**src/rtl/rf_wb_pkg.sv**
```systemverilog
// Shared constants and types for the register-file writeback arbiter.
package rf_wb_pkg;

  localparam int XLEN_DEFAULT         = 32;
  localparam int REG_AW               = 5;
  localparam int STARVE_LIMIT_DEFAULT = 2;

  typedef enum logic [1:0] {
    SRC_NONE = 2'd0,
    SRC_ALU  = 2'd1,
    SRC_LSU  = 2'd2
  } wb_src_e;

  // x0 is hardwired to zero, so a write to it is a discarded write.
  function automatic logic is_real_write(input logic [REG_AW-1:0] rd);
    return (rd != {REG_AW{1'b0}});
  endfunction

endpackage

```
**src/rtl/wb_slot.sv**
```systemverilog
// One-entry result buffer with valid/ready input and an external grant
// that drains it; a same-edge refill keeps one write per cycle flowing.
module wb_slot
  import rf_wb_pkg::*;
#(
  parameter int XLEN = XLEN_DEFAULT
) (
  input  logic              clk,
  input  logic              rst_n,
  input  logic              in_valid,
  input  logic [REG_AW-1:0] in_rd,
  input  logic [XLEN-1:0]   in_data,
  output logic              in_ready,
  input  logic              grant,
  output logic              full,
  output logic [REG_AW-1:0] rd,
  output logic [XLEN-1:0]   data
);

  logic              full_r;
  logic [REG_AW-1:0] rd_r;
  logic [XLEN-1:0]   data_r;
  logic              push_s;

  assign in_ready = !full_r || grant;
  assign push_s   = in_valid && in_ready;
  assign full     = full_r;
  assign rd       = rd_r;
  assign data     = data_r;

  // Slot state: reset clears, push loads, grant without refill empties.
  always_ff @(posedge clk) begin
    if (!rst_n) begin
      full_r <= 1'b0;
      rd_r   <= {REG_AW{1'b0}};
      data_r <= {XLEN{1'b0}};
    end else if (push_s) begin
      full_r <= 1'b1;
      rd_r   <= in_rd;
      data_r <= in_data;
    end else if (grant) begin
      full_r <= 1'b0;
      rd_r   <= rd_r;
      data_r <= data_r;
    end else begin
      full_r <= full_r;
      rd_r   <= rd_r;
      data_r <= data_r;
    end
  end

endmodule

```
**src/rtl/rf_writeback.sv**
```systemverilog
// Writeback arbiter: ALU and LSU result slots share one register-file write
// port, LSU first unless the ALU has starved. Optional read bypass under
// macro RF_WRITEBACK_BYPASS_EN.
module rf_writeback
  import rf_wb_pkg::*;
#(
  parameter int XLEN         = XLEN_DEFAULT,
  parameter int STARVE_LIMIT = STARVE_LIMIT_DEFAULT
) (
  input  logic              clk,
  input  logic              rst_n,
  input  logic              alu_valid,
  input  logic [REG_AW-1:0] alu_rd,
  input  logic [XLEN-1:0]   alu_data,
  output logic              alu_ready,
  input  logic              lsu_valid,
  input  logic [REG_AW-1:0] lsu_rd,
  input  logic [XLEN-1:0]   lsu_data,
  output logic              lsu_ready,
  output logic              rf_we,
  output logic [REG_AW-1:0] rf_waddr,
  output logic [XLEN-1:0]   rf_wdata,
  input  logic [REG_AW-1:0] raddr1,
  input  logic [REG_AW-1:0] raddr2,
  input  logic [XLEN-1:0]   rf_rdata1,
  input  logic [XLEN-1:0]   rf_rdata2,
  output logic [XLEN-1:0]   fwd_rdata1,
  output logic [XLEN-1:0]   fwd_rdata2
);

  logic              alu_full_s, lsu_full_s;
  logic [REG_AW-1:0] alu_slot_rd_s, lsu_slot_rd_s;
  logic [XLEN-1:0]   alu_slot_data_s, lsu_slot_data_s;
  logic              alu_grant_s, lsu_grant_s, starve_s;
  logic [1:0]        alu_wait_r;
  wb_src_e           src_s;
  logic [REG_AW-1:0] sel_rd_s;
  logic [XLEN-1:0]   sel_data_s;

  wb_slot #(.XLEN(XLEN)) u_alu_slot (
    .clk      (clk),
    .rst_n    (rst_n),
    .in_valid (alu_valid),
    .in_rd    (alu_rd),
    .in_data  (alu_data),
    .in_ready (alu_ready),
    .grant    (alu_grant_s),
    .full     (alu_full_s),
    .rd       (alu_slot_rd_s),
    .data     (alu_slot_data_s)
  );

  wb_slot #(.XLEN(XLEN)) u_lsu_slot (
    .clk      (clk),
    .rst_n    (rst_n),
    .in_valid (lsu_valid),
    .in_rd    (lsu_rd),
    .in_data  (lsu_data),
    .in_ready (lsu_ready),
    .grant    (lsu_grant_s),
    .full     (lsu_full_s),
    .rd       (lsu_slot_rd_s),
    .data     (lsu_slot_data_s)
  );

  // Grant depends only on slot state, so ready never loops back through inputs.
  assign starve_s    = (32'(alu_wait_r) >= 32'(STARVE_LIMIT));
  assign alu_grant_s = alu_full_s && (!lsu_full_s || starve_s);
  assign lsu_grant_s = lsu_full_s && !alu_grant_s;

  // Starvation counter: saturates at 3, clears on ALU grant or empty slot.
  always_ff @(posedge clk) begin
    if (!rst_n) begin
      alu_wait_r <= 2'd0;
    end else if (!alu_full_s || alu_grant_s) begin
      alu_wait_r <= 2'd0;
    end else if (alu_wait_r != 2'd3) begin
      alu_wait_r <= alu_wait_r + 2'd1;
    end else begin
      alu_wait_r <= alu_wait_r;
    end
  end

  // Encode which slot owns the write port this cycle.
  always_comb begin
    src_s = SRC_NONE;
    if (alu_grant_s) begin
      src_s = SRC_ALU;
    end else if (lsu_grant_s) begin
      src_s = SRC_LSU;
    end else begin
      src_s = SRC_NONE;
    end
  end

  // Drive the write port from the granted slot; all-zero when not writing.
  always_comb begin
    sel_rd_s   = {REG_AW{1'b0}};
    sel_data_s = {XLEN{1'b0}};
    rf_we      = 1'b0;
    rf_waddr   = {REG_AW{1'b0}};
    rf_wdata   = {XLEN{1'b0}};
    case (src_s)
      SRC_ALU: begin
        sel_rd_s   = alu_slot_rd_s;
        sel_data_s = alu_slot_data_s;
      end
      SRC_LSU: begin
        sel_rd_s   = lsu_slot_rd_s;
        sel_data_s = lsu_slot_data_s;
      end
      default: begin
        sel_rd_s   = {REG_AW{1'b0}};
        sel_data_s = {XLEN{1'b0}};
      end
    endcase
    if ((src_s != SRC_NONE) && is_real_write(sel_rd_s)) begin
      rf_we    = 1'b1;
      rf_waddr = sel_rd_s;
      rf_wdata = sel_data_s;
    end else begin
      rf_we    = 1'b0;
      rf_waddr = {REG_AW{1'b0}};
      rf_wdata = {XLEN{1'b0}};
    end
  end

`ifdef RF_WRITEBACK_BYPASS_EN
  // Forward the in-flight write to a matching read port (never for x0).
  always_comb begin
    fwd_rdata1 = rf_rdata1;
    fwd_rdata2 = rf_rdata2;
    if (rf_we && (rf_waddr == raddr1) && is_real_write(raddr1)) begin
      fwd_rdata1 = rf_wdata;
    end else begin
      fwd_rdata1 = rf_rdata1;
    end
    if (rf_we && (rf_waddr == raddr2) && is_real_write(raddr2)) begin
      fwd_rdata2 = rf_wdata;
    end else begin
      fwd_rdata2 = rf_rdata2;
    end
  end
`else
  logic unused_raddr;
  assign unused_raddr = ^{raddr1, raddr2};
  assign fwd_rdata1   = rf_rdata1;
  assign fwd_rdata2   = rf_rdata2;
`endif

endmodule

```
**config.mk**
```make
export PLATFORM = sky130hd
export DESIGN_NAME = rf_writeback
export DESIGN_NICKNAME = d
export VERILOG_FILES = /design/src/rtl/rf_wb_pkg.sv /design/src/rtl/wb_slot.sv /design/src/rtl/rf_writeback.sv
export SDC_FILE = /design/constraint.sdc
export NUM_CORES = 1
export LEC_CHECK = 0
export CAP_MARGIN = 20
export CORE_MARGIN = 2
export CORE_UTILIZATION = 40
export DETAILED_ROUTE_END_ITERATION = 16
export GPL_ROUTABILITY_DRIVEN = 0
export PLACE_DENSITY = 0.87
export SETUP_SLACK_MARGIN = 0.3
export SYNTH_ARGS = -nofsm -noshare
export SYNTH_HDL_FRONTEND = slang
export SYNTH_SLANG_ARGS = --single-unit
export TNS_END_PERCENT = 1
```
**constraint.sdc**
```tcl
create_clock -name clk -period 3.7 [get_ports clk]
set_clock_uncertainty 0.05 [all_clocks]
set_input_delay 0.74 -clock clk [delete_from_list [all_inputs] [get_ports clk]]
set_output_delay 0.74 -clock clk [all_outputs]
set_load 0.01 [all_outputs]
```
# [After elaboration in Yosys (flattened, before gate mapping)]
# Index checks and enable logic that the tools add are counted.
# W data, S select, Z words.
[totals] out_inout_bits=104 latchBits=0 regBits=78 in_bits=152 mem_bits_ro=0 mem_bits_rw=0 n_memories=0
[op_classes] n_lt_le_gt_ge=1 n_addsub=1 n_reduce_logical=16 eq_ne=3 div_mod_pow=0 n_mul=0 muxes=11 n_bitwise=1 shifts=0
[op_table] op="$pmux W32 S2" n=1
[op_table] op="$mux W32" n=1
[op_table] op="$pmux W5 S2" n=1
[op_table] op="$reduce_bool A2 Y1" n=3
[op_table] op="$logic_and A1 B1 Y1" n=5
[op_table] op="$mux W1" n=5
[op_table] op="$mux W5" n=1
[op_table] op="$reduce_bool A5 Y1" n=1
[op_table] op="$mux W2" n=2
[op_table] op="$logic_not A1 Y1" n=3
[op_table] op="$logic_or A1 B1 Y1" n=3
[op_table] op="$add A2 B1 Y2 const B" n=1
[op_table] op="$eq A2 B1 Y1 const B" n=1
[op_table] op="$eq A2 B2 Y1 const B" n=1
[op_table] op="$ge A2 B2 Y1 const B" n=1
[op_table] op="$ne A2 B2 Y1 const B" n=1
[op_table] op="$reduce_or A2 Y1" n=1
[op_table] op="$not A1 Y1" n=1

# [Longest topological paths before layout]
# Gate-level depths: netlist of run 1.
[depth] depth_word=12 ltp_mapped=8 ltp_nobuf=6

# [Cells and area by module]
# A second synthesis of run 1 with hierarchy kept.
[unflattened] cells_unflattened=503 area_unflattened_um2=4287.9
[by_module_without_submodules] module="wb_slot" area_each_um2=1557.7 seq_area_each_um2=760.7 cells_per_inst=165 instances=2
[by_module_without_submodules] module="rf_writeback" area_each_um2=1172.4 seq_area_each_um2=40.0 cells_per_inst=173 instances=1

# [Worst setup path after synthesis of run 1]
# OpenSTA, ideal clock, no wires.
[synth_timing] path_type="register to output" from="register u_lsu_slot.rd_r[1] (netlist: u_lsu_slot.rd[1])" to="output rf_wdata[10]" slack_ns=1.491 arrival_ns=1.419 stages_incl_launch_ff=5 path_buffers=1 required_time_ns=2.910 path_cell_list="dfxtp_1 or4_4 o211a_4 buf_6 a22o_1"
[synth_via] elab_chain_cells=4
[synth_rtl] item="start: declaration" line_no="wb_slot.sv:21" source="logic [REG_AW-1:0] rd_r;"
[synth_rtl] item="start signal: assignment" line_no="wb_slot.sv:35" source="rd_r <= {REG_AW{1'b0}};"
[synth_rtl] item="start signal: assignment" line_no="wb_slot.sv:39" source="rd_r <= in_rd;"
[synth_rtl] item="start signal: assignment" line_no="wb_slot.sv:43" source="rd_r <= rd_r;"
[synth_rtl] item="$pmux W5 S2" line_no="rf_writeback.sv:103" source="case (src_s)"
[synth_rtl] item="$reduce_bool A5 Y1" line_no="rf_wb_pkg.sv:16" source="return (rd != {REG_AW{1'b0}});"
[synth_rtl] item="$logic_and A1 B1 Y1" line_no="rf_writeback.sv:117" source="if ((src_s != SRC_NONE) && is_real_write(sel_rd_s)) begin"
[synth_rtl] item="$mux W32" line_no="rf_writeback.sv:117"
[synth_rtl] item="end: declaration" line_no="rf_writeback.sv:22" source="output logic [XLEN-1:0] rf_wdata,"
# No other way between the ends.

# [Worst setup path in the final report of run 1]
[layout_timing] from="register alu_wait_r[0]" to="output rf_wdata[17]"
[layout_via] elab_chain_cells=12
[layout_rtl] item="start: declaration" line_no="rf_writeback.sv:35" source="logic [1:0] alu_wait_r;"
[layout_rtl] item="start signal: assignment" line_no="rf_writeback.sv:78" source="alu_wait_r <= alu_wait_r + 2'd1;"
[layout_rtl] item="start signal: assignment" line_no="rf_writeback.sv:80" source="alu_wait_r <= alu_wait_r;"
[layout_rtl] item="$ge A2 B2 Y1 (*)" line_no="rf_writeback.sv:67" source="assign starve_s = (32'(alu_wait_r) >= 32'(STARVE_LIMIT));"
[layout_rtl] item="$logic_or A1 B1 Y1 (*)" line_no="rf_writeback.sv:68" source="assign alu_grant_s = alu_full_s && (!lsu_full_s || starve_s);"
[layout_rtl] item="$logic_and A1 B1 Y1 (*)" line_no="rf_writeback.sv:68"
[layout_rtl] item="$logic_not A1 Y1" line_no="rf_writeback.sv:69" source="assign lsu_grant_s = lsu_full_s && !alu_grant_s;"
[layout_rtl] item="$logic_and A1 B1 Y1" line_no="rf_writeback.sv:69"
[layout_rtl] item="$mux W2" line_no="rf_writeback.sv:89" source="end else if (lsu_grant_s) begin"
[layout_rtl] item="$mux W2 (*)" line_no="rf_writeback.sv:87" source="if (alu_grant_s) begin"
[layout_rtl] item="$eq A2 B2 Y1 / $eq A2 B1 Y1 (equally long branches)" line_no="rf_writeback.sv:103"
[layout_rtl] item="$pmux W5 S2" line_no="rf_writeback.sv:103"
[layout_rtl] item="$reduce_bool A5 Y1" line_no="rf_wb_pkg.sv:16"
[layout_rtl] item="$logic_and A1 B1 Y1" line_no="rf_writeback.sv:117"
[layout_rtl] item="$mux W32 (*)" line_no="rf_writeback.sv:117"
# Mark *: on every way between the ends. The rest lies on a longest branch, timed or not.

==> impl_results.md, run 1 <==
- DP Area: roughly 4800 um2
- Hold slack: between 400 and 500 ps
- Fillers: about 930
- Initial drt markers: about 170
- F_max: 304.7 MHz
- PortBufs: ~120
- Vias: roughly 3700
- Syn Nets: about 630
- Pwr Density: just under 400 nW/um2
- Inst Count DP: ~620
- Critical Path Sink Type: output pin
- Layout Nets: 660
- Initial DRT Pass Iterations: 4
- Hold path cells: 2
- Initial antenna violation count: 0
- First-pass GRT wire length: 18350 um
- Crit path launch type: flop
- P&R area growth vs syn: 25.36%
- Max-slew violations: 0
- Total power: 1.965 mW
- Starting Density: between 40% and 50%
- Top-level I/O count: approximately 260
- Non-filler instance count after layout: between 600 and 700
- R2r endpoint: u_alu_slot.data[27]
- Clk_lat worst skew: 330 ps
- Leak Pwr: roughly 1.9 nW
- Grt ovf: 0
- Required @ worst endpoint: 2910 ps
- Syn avg cell area: ~8.6 um2
- Post-synth cell types: 28
- Minimum clock period: 3282 ps
- Total wire length: ~12000 um
- Post-synthesis cell area: around 4100 um2
- Die Wd: 104.9 um
- Area contributors post-synth: dfxtp_1 38%, buf_4 12%, a21boi_0 12%
- Area share of the largest cell type after synthesis: between 30% and 40%
- Worst setup startpoint: alu_wait_r[0]
- Num Clock Sinks: approximately 80
- Peak VDD IR: 165.5 uV
- Design area: 5102 um2
- Post-synth top area cell: dfxtp_1
- DIE AREA: 11000 um2
- Num rows: 36
- Hold path endpoint: u_alu_slot.data[4]
- GRT Overall Usage: about 20%
- RSZ-0062 raised after global routing: false
- Largest net degree at the start of global routing: 78
- Hold Crit Start: u_alu_slot.data[4]
- Core area: around 9800 um2
- DRC violations left: 0
- Clock slew at reported path FFs: roughly 80 ps
- TritonCTS buffer count: 9
- Antenna diodes: 0
- Worst r2r src: alu_wait_r[1]
- Sequential element share of the synthesized area: 38.36%
- Type of the worst min-delay path: reg -> reg
- Chip height: 104.9 um
- # hold bufs at CTS: 0
- Layout cell share with drive strength beyond 1: 7.255%
- Reg-to-reg setup timing slack: 1710 ps
- Post-synthesis register bit count: 78
- Status: completed
- Area of all sequential standard cells: around 1600 um2
- Multi-input logic area: about 1800 um2
- Critical path class: reg -> out
- Worst slew pin tran: approximately 640 ps
- Ys Warns: 0
- H-tree depth: 3
- Worst-path fanout max: 17
- Vias in the first global route: roughly 3700
- Max clock buf depth: 2
- Max cap viols: 0
- Routed vias/inst: 5.745
- Root Buffer: clkbuf_8
- Critical path arrival: around 2500 ps
- Relative slew margins: between 50% and 60%
- Worst r2r path cells: 6
- Final Cycle Share: approximately nine tenths
- Setup Total Neg Slack: 0 ps
- Remaining antenna violation count: 0
- CTS tree: yes
- Fin. Hold Viols: 0
- Routed length per placed instance: roughly 18 um
- Cells after Synth: approximately 480
- Finish-stage setup viols: 0
- Dpl hpwl: slightly below 7000 um
[worst max path at each step]
stage | endpoint | slack (ps) | cells after the start
floorplan | rf_wdata[10] | 1490 | 4
global placement | rf_wdata[3] | 480 | 6
detailed placement | rf_wdata[17] | 390 | 6
CTS | rf_we | 330 | 7
global route | rf_wdata[17] | 310 | 6
finish | rf_wdata[17] | 420 | 6
[placed cells by master (no fill, tap or decap), types with 2 or more instances in the layout]
cell type	netlist	final
a21boi_0	65	65
a21boi_1	10	10
a22o_1	34	34
a22o_2	3	3
buf_16	0	2
buf_2	6	2
buf_4	67	8
bufinv_16	0	3
clkbuf_8	0	10
clkdlybuf4s50_1	0	115
dfxtp_1	78	78
ha_1	2	2
inv_1	6	6
nand2_1	3	3
nand3_1	74	74
nor2_1	5	5
o211a_4	1	2
o21ai_0	75	74
[sequential cells by signal, indices dropped and copies added (netlist names)]
name	cells
u_alu_slot.full	1
u_lsu_slot.data	32
u_alu_slot.rd	5
alu_wait_r	2
u_lsu_slot.full	1
u_lsu_slot.rd	5
u_alu_slot.data	32
[cells by family after synthesis]
| kind of cell | Yosys count | share of synthesized area (%) |
|---|---|---|
| buffers and inverters | 115 | 17.55 |
| and+or+nand+nor | 88 | 11.04 |
| AOI/OAI and AO/OA | 191 | 32.22 |
| adders and majority gates | 2 | 0.6147 |
| xor gates and xnor gates | 1 | 0.2152 |
| DFF | 78 | 38.36 |
[synth_stat cells]
master	instances
dfxtp_1	78
o21ai_0	75
nand3_1	74
buf_4	67
a21boi_0	65
a22o_1	34
clkbuf_1	31
a21boi_1	10
buf_2	6
inv_1	6
nor2_1	5
a22o_2	3
buf_6	3
nand2_1	3
ha_1	2
a211oi_2	1
a21oi_1	1
and2_1	1
and4bb_2	1
buf_1	1
clkbuf_2	1
nor3_1	1
nor3b_1	1
o211a_1	1
o211a_4	1
or2_2	1
or4_4	1
xor2_1	1
[worst max-delay path, cell delays in order, from the launching register on]
cell             delay, ps
dfxtp_1                380
inv_1                   60
ha_1                   240
o21ai_1                330
o211a_4                390
a22o_1                 200
clkdlybuf4s50_1        550
[area by class of cell]
cell class	count	area share [%]
Clock buffer	11	2.771
Clock inverter	4	1.864
Inverter	6	0.4414
Multi-Input combinational cell	283	35.75
Sequential cell	78	30.60
Tap cell	133	3.261
Timing Repair Buffer	128	25.31
[power by group]
part / total (mW) / switching, mW / internal, mW
registers: 0.913 / 0.0265 / 0.886
logic: 0.293 / 0.130 / 0.163
clock network: 0.760 / 0.297 / 0.463
total: 1.97 / 0.454 / 1.51
[repair_timing]
action                                  in CTS  in global routing
gates cloned                                 0                  1
gates resized for setup                      0                  3
endpoints found under the setup margin      18                 33
setup buffers                                1                  0
pin swaps                                    1                  1
[layer usage]
metal | up-vias | routed length, um | GRT usage [%]
met1 | 1801 | 5055 | 24.96
li1 | 1694 | - | -
met2 | 157 | 5613 | 34.04
met4 | 0 | 272 | 9.238
met5 | - | 0 | 0
met3 | 42 | 830 | 4.117
[stage by stage]
step	worst slack, ps	util, %
3_5_place_dp	387.3	48.53
5_1_grt	310.0	51.96
2_1_floorplan	1491	-
3_3_place_gp	484.1	48.53
4_1_cts	330.8	51.02
6_report	418.4	51.96
(Power assumes the default switching activity.)
==> run 2, diff against run 1 <==
--- a/config.mk
+++ b/config.mk
@@ -6,12 +6,13 @@
 export NUM_CORES = 1
 export LEC_CHECK = 0
 export CAP_MARGIN = 20
-export CORE_MARGIN = 2
 export CORE_UTILIZATION = 40
 export DETAILED_ROUTE_END_ITERATION = 16
 export GPL_ROUTABILITY_DRIVEN = 0
+export HOLD_SLACK_MARGIN = 0.05
 export PLACE_DENSITY = 0.87
 export SETUP_SLACK_MARGIN = 0.3
+export SKIP_LAST_GASP = 1
 export SYNTH_ARGS = -nofsm -noshare
 export SYNTH_HDL_FRONTEND = slang
 export SYNTH_SLANG_ARGS = --single-unit
==> impl_results.md, run 2 (synthesized netlist as in run 1, its figures left out) <==
- Hold path endpoint: u_lsu_slot.data[11] (was u_alu_slot.data[4])
- CP Cell Sequence: inv_1, ha_1, nor3b_2, a211oi_4, buf_4, buf_4, a22o_1, clkdlybuf4s50_1 (was inv_1, ha_1, o21ai_1, o211a_4, a22o_1, clkdlybuf4s50_1)
- Commonest non-fill, non-tap cell in the layout: clkdlybuf4s50_1 (unchanged)
- Non-filler instance count after layout: 646 (was 643)
- Reg-to-reg setup timing slack: 1780 ps (was 1710 ps)
- Routed vias/inst: 5.539 (was 5.745)
- Root Buffer: clkbuf_8 (unchanged)
- Worst r2r src: alu_wait_r[0] (was alu_wait_r[1])
- Design area: 5106 um2 (was 5102 um2)
- CP max stage delay: 480 ps (was 550 ps)
- Minimum clock period: 3292 ps (was 3282 ps)
- Critical path class: reg -> out (unchanged)
- DIE AREA: 10580 um2 (was 11000 um2)
- DRC violations left: 0 (unchanged)
- Antenna diodes: 0 (unchanged)
- Leak Pwr: 1.866 nW (about the same)
- Chip height: 102.9 um (was 104.9 um)
- Hold slack: 429.9 ps (was 432.7 ps)
- Vias: 3578 (was 3694)
- Worst slew pin tran: 583.0 ps (was 643.0 ps)
- Total wire length: 11520 um (was 11770 um)
- Initial DRT Pass Iterations: 5 (was 4)
- Core area: 9819 um2 (unchanged)
- Final Cycle Share: 88.98% (was 88.69%)
- Pwr Density: 373.8 nW/um2 (was 385.1 nW/um2)
- Total power: 1.909 mW (was 1.965 mW)
- Commonest non-fill, non-tap cells in the layout: 114 x clkdlybuf4s50_1, 77 x dfxtp_1, 74 x nand3_1, 74 x o21ai_0, 65 x a21boi_0 (was 115 x clkdlybuf4s50_1, 78 x dfxtp_1, 74 x nand3_1, 74 x o21ai_0, 65 x a21boi_0)
- Type of the worst min-delay path: reg -> reg (unchanged)
- RSZ-0062 raised after global routing: true (was false)
- Num Clock Sinks: 78 (unchanged)
- Status: completed (unchanged)
- Dpl hpwl: 6849 um (was 6962 um)
- Inst Count DP: 623 (unchanged)
- Required @ worst endpoint: 2910 ps (about the same)
- Hold Crit Start: u_lsu_slot.data[11] (was u_alu_slot.data[4])
- Worst r2r path cells: 7 (was 6)
- Hold path cells: 2 (unchanged)
- CP Buf/Inv Count: 4 (was 2)
- R2r endpoint: u_lsu_slot.data[5] (was u_alu_slot.data[27])
- Finish-stage setup viols: 0 (unchanged)
- Max clock buf depth: 2 (unchanged)
- Layout cell share with drive strength beyond 1: 7.797% (was 7.255%)
- Slowest CP cell: clkdlybuf4s50_1 (unchanged)
- Fin. Hold Viols: 0 (unchanged)
- P&R area growth vs syn: 25.45% (was 25.36%)
- Family with the most delay on the worst path: buffers and inverters (was compound AO/OA/AOI/OAI gates)
- Crit path launch type: flop (unchanged)
- Critical path arrival: 2500 ps (was 2490 ps)
- TritonCTS buffer count: 9 (unchanged)
- Top-level I/O count: 256 (unchanged)
- Setup Total Neg Slack: 0 ps (unchanged)
- Clk_lat worst skew: 330 ps (about the same)
- Peak VDD IR: 191.6 uV (was 165.5 uV)
- F_max: 303.7 MHz (was 304.7 MHz)
- Initial antenna violation count: 0 (unchanged)
- Initial drt markers: 152 (was 172)
- CTS tree: yes (unchanged)
- First-pass GRT wire length: 17190 um (was 18350 um)
- Largest net degree at the start of global routing: 78 (unchanged)
- CP most frequent cell: buf_4
- GRT Overall Usage: 21.04% (was 20.29%)
- Grt ovf: 0 (unchanged)
- Max-slew violations: 0 (unchanged)
- Starting Density: 41.45% (unchanged)
- Critical Path Sink Type: output pin (unchanged)
- H-tree depth: 3 (unchanged)
- Routed length per placed instance: 17.84 um (was 18.31 um)
- Relative slew margins: 61.13% (was 57.09%)
- PortBufs: 117 (unchanged)
- DP Area: 4761 um2 (was 4766 um2)
- Num rows: 36 (unchanged)
- Clock slew at reported path FFs: 80 ps (about the same)
- Vias in the first global route: 3578 (was 3748)
- Layout Nets: 662 (was 660)
- Die Wd: 102.9 um (was 104.9 um)
- Max cap viols: 0 (unchanged)
- Worst-path fanout max: 18 (was 17)
- Remaining antenna violation count: 0 (unchanged)
-- run 2: layer usage --
metal | wire length [um] | global-route usage, % | up-vias
met5 | 0 | 0 | -
met4 | 226 | 8.126 | 0
met3 | 931 | 5.220 | 34
met2 | 5567 | 36.62 | 142
met1 | 4799 | 24.91 | 1700
li1 | - | - | 1702
-- run 2: power by group --
| part | switching (mW) | internal (mW) | total, mW |
|---|---|---|---|
| Combinational | 0.129 | 0.165 | 0.295 |
| Sequential | 0.0261 | 0.886 | 0.912 |
| Clock | 0.302 | 0.400 | 0.702 |
-- run 2: worst max-delay path by stage --
stage	startpoint	slack [ps]	depth (start not counted)	end
after floorplan	u_lsu_slot.rd[1]	1490	4	rf_wdata[10]
after global placement	alu_wait_r[1]	500	6	rf_wdata[16]
after detailed placement	alu_wait_r[1]	440	6	rf_wdata[18]
after CTS	alu_wait_r[0]	360	6	rf_wdata[11]
after global routing	alu_wait_r[0]	280	8	rf_wdata[30]
final	alu_wait_r[0]	410	8	rf_wdata[19]
-- run 2: final cells by class --
| cell class | count | area [um2] |
|---|---|---|
| Timing Repair Buffer | 130 | 1314 |
| Multi-Input combinational cell | 283 | 1824 |
| Fill cell | 967 | 4713 |
| Sequential cell | 78 | 1563 |
| Clock inverter | 3 | 67.56 |
| Tap cell | 133 | 166.4 |
| Inverter | 6 | 22.52 |
| Clock buffer | 13 | 148.9 |
-- run 2: through the flow --
step / setup WS (ps) / util, %
6_report: 407.8 / 52.00
4_1_cts: 361.2 / 50.97
2_1_floorplan: 1491 / -
3_5_place_dp: 435.9 / 48.48
5_1_grt: 283.3 / 52.00
3_3_place_gp: 498.4 / 48.48
-- run 2: tightest hold or removal path, stage by stage, from the launching register on --
cell and delay, ps:
dfxtp_1 310, o21ai_0 60, a21boi_0 70
-- run 2: what timing repair did --
item / CTS / global route
gates resized for setup: 1 / 3
hold buffers: 0 / 0
gates cloned: 0 / 1
setup buffers: 3 / 0
endpoints found under the setup margin: 18 / 33
pin swaps: 1 / 1
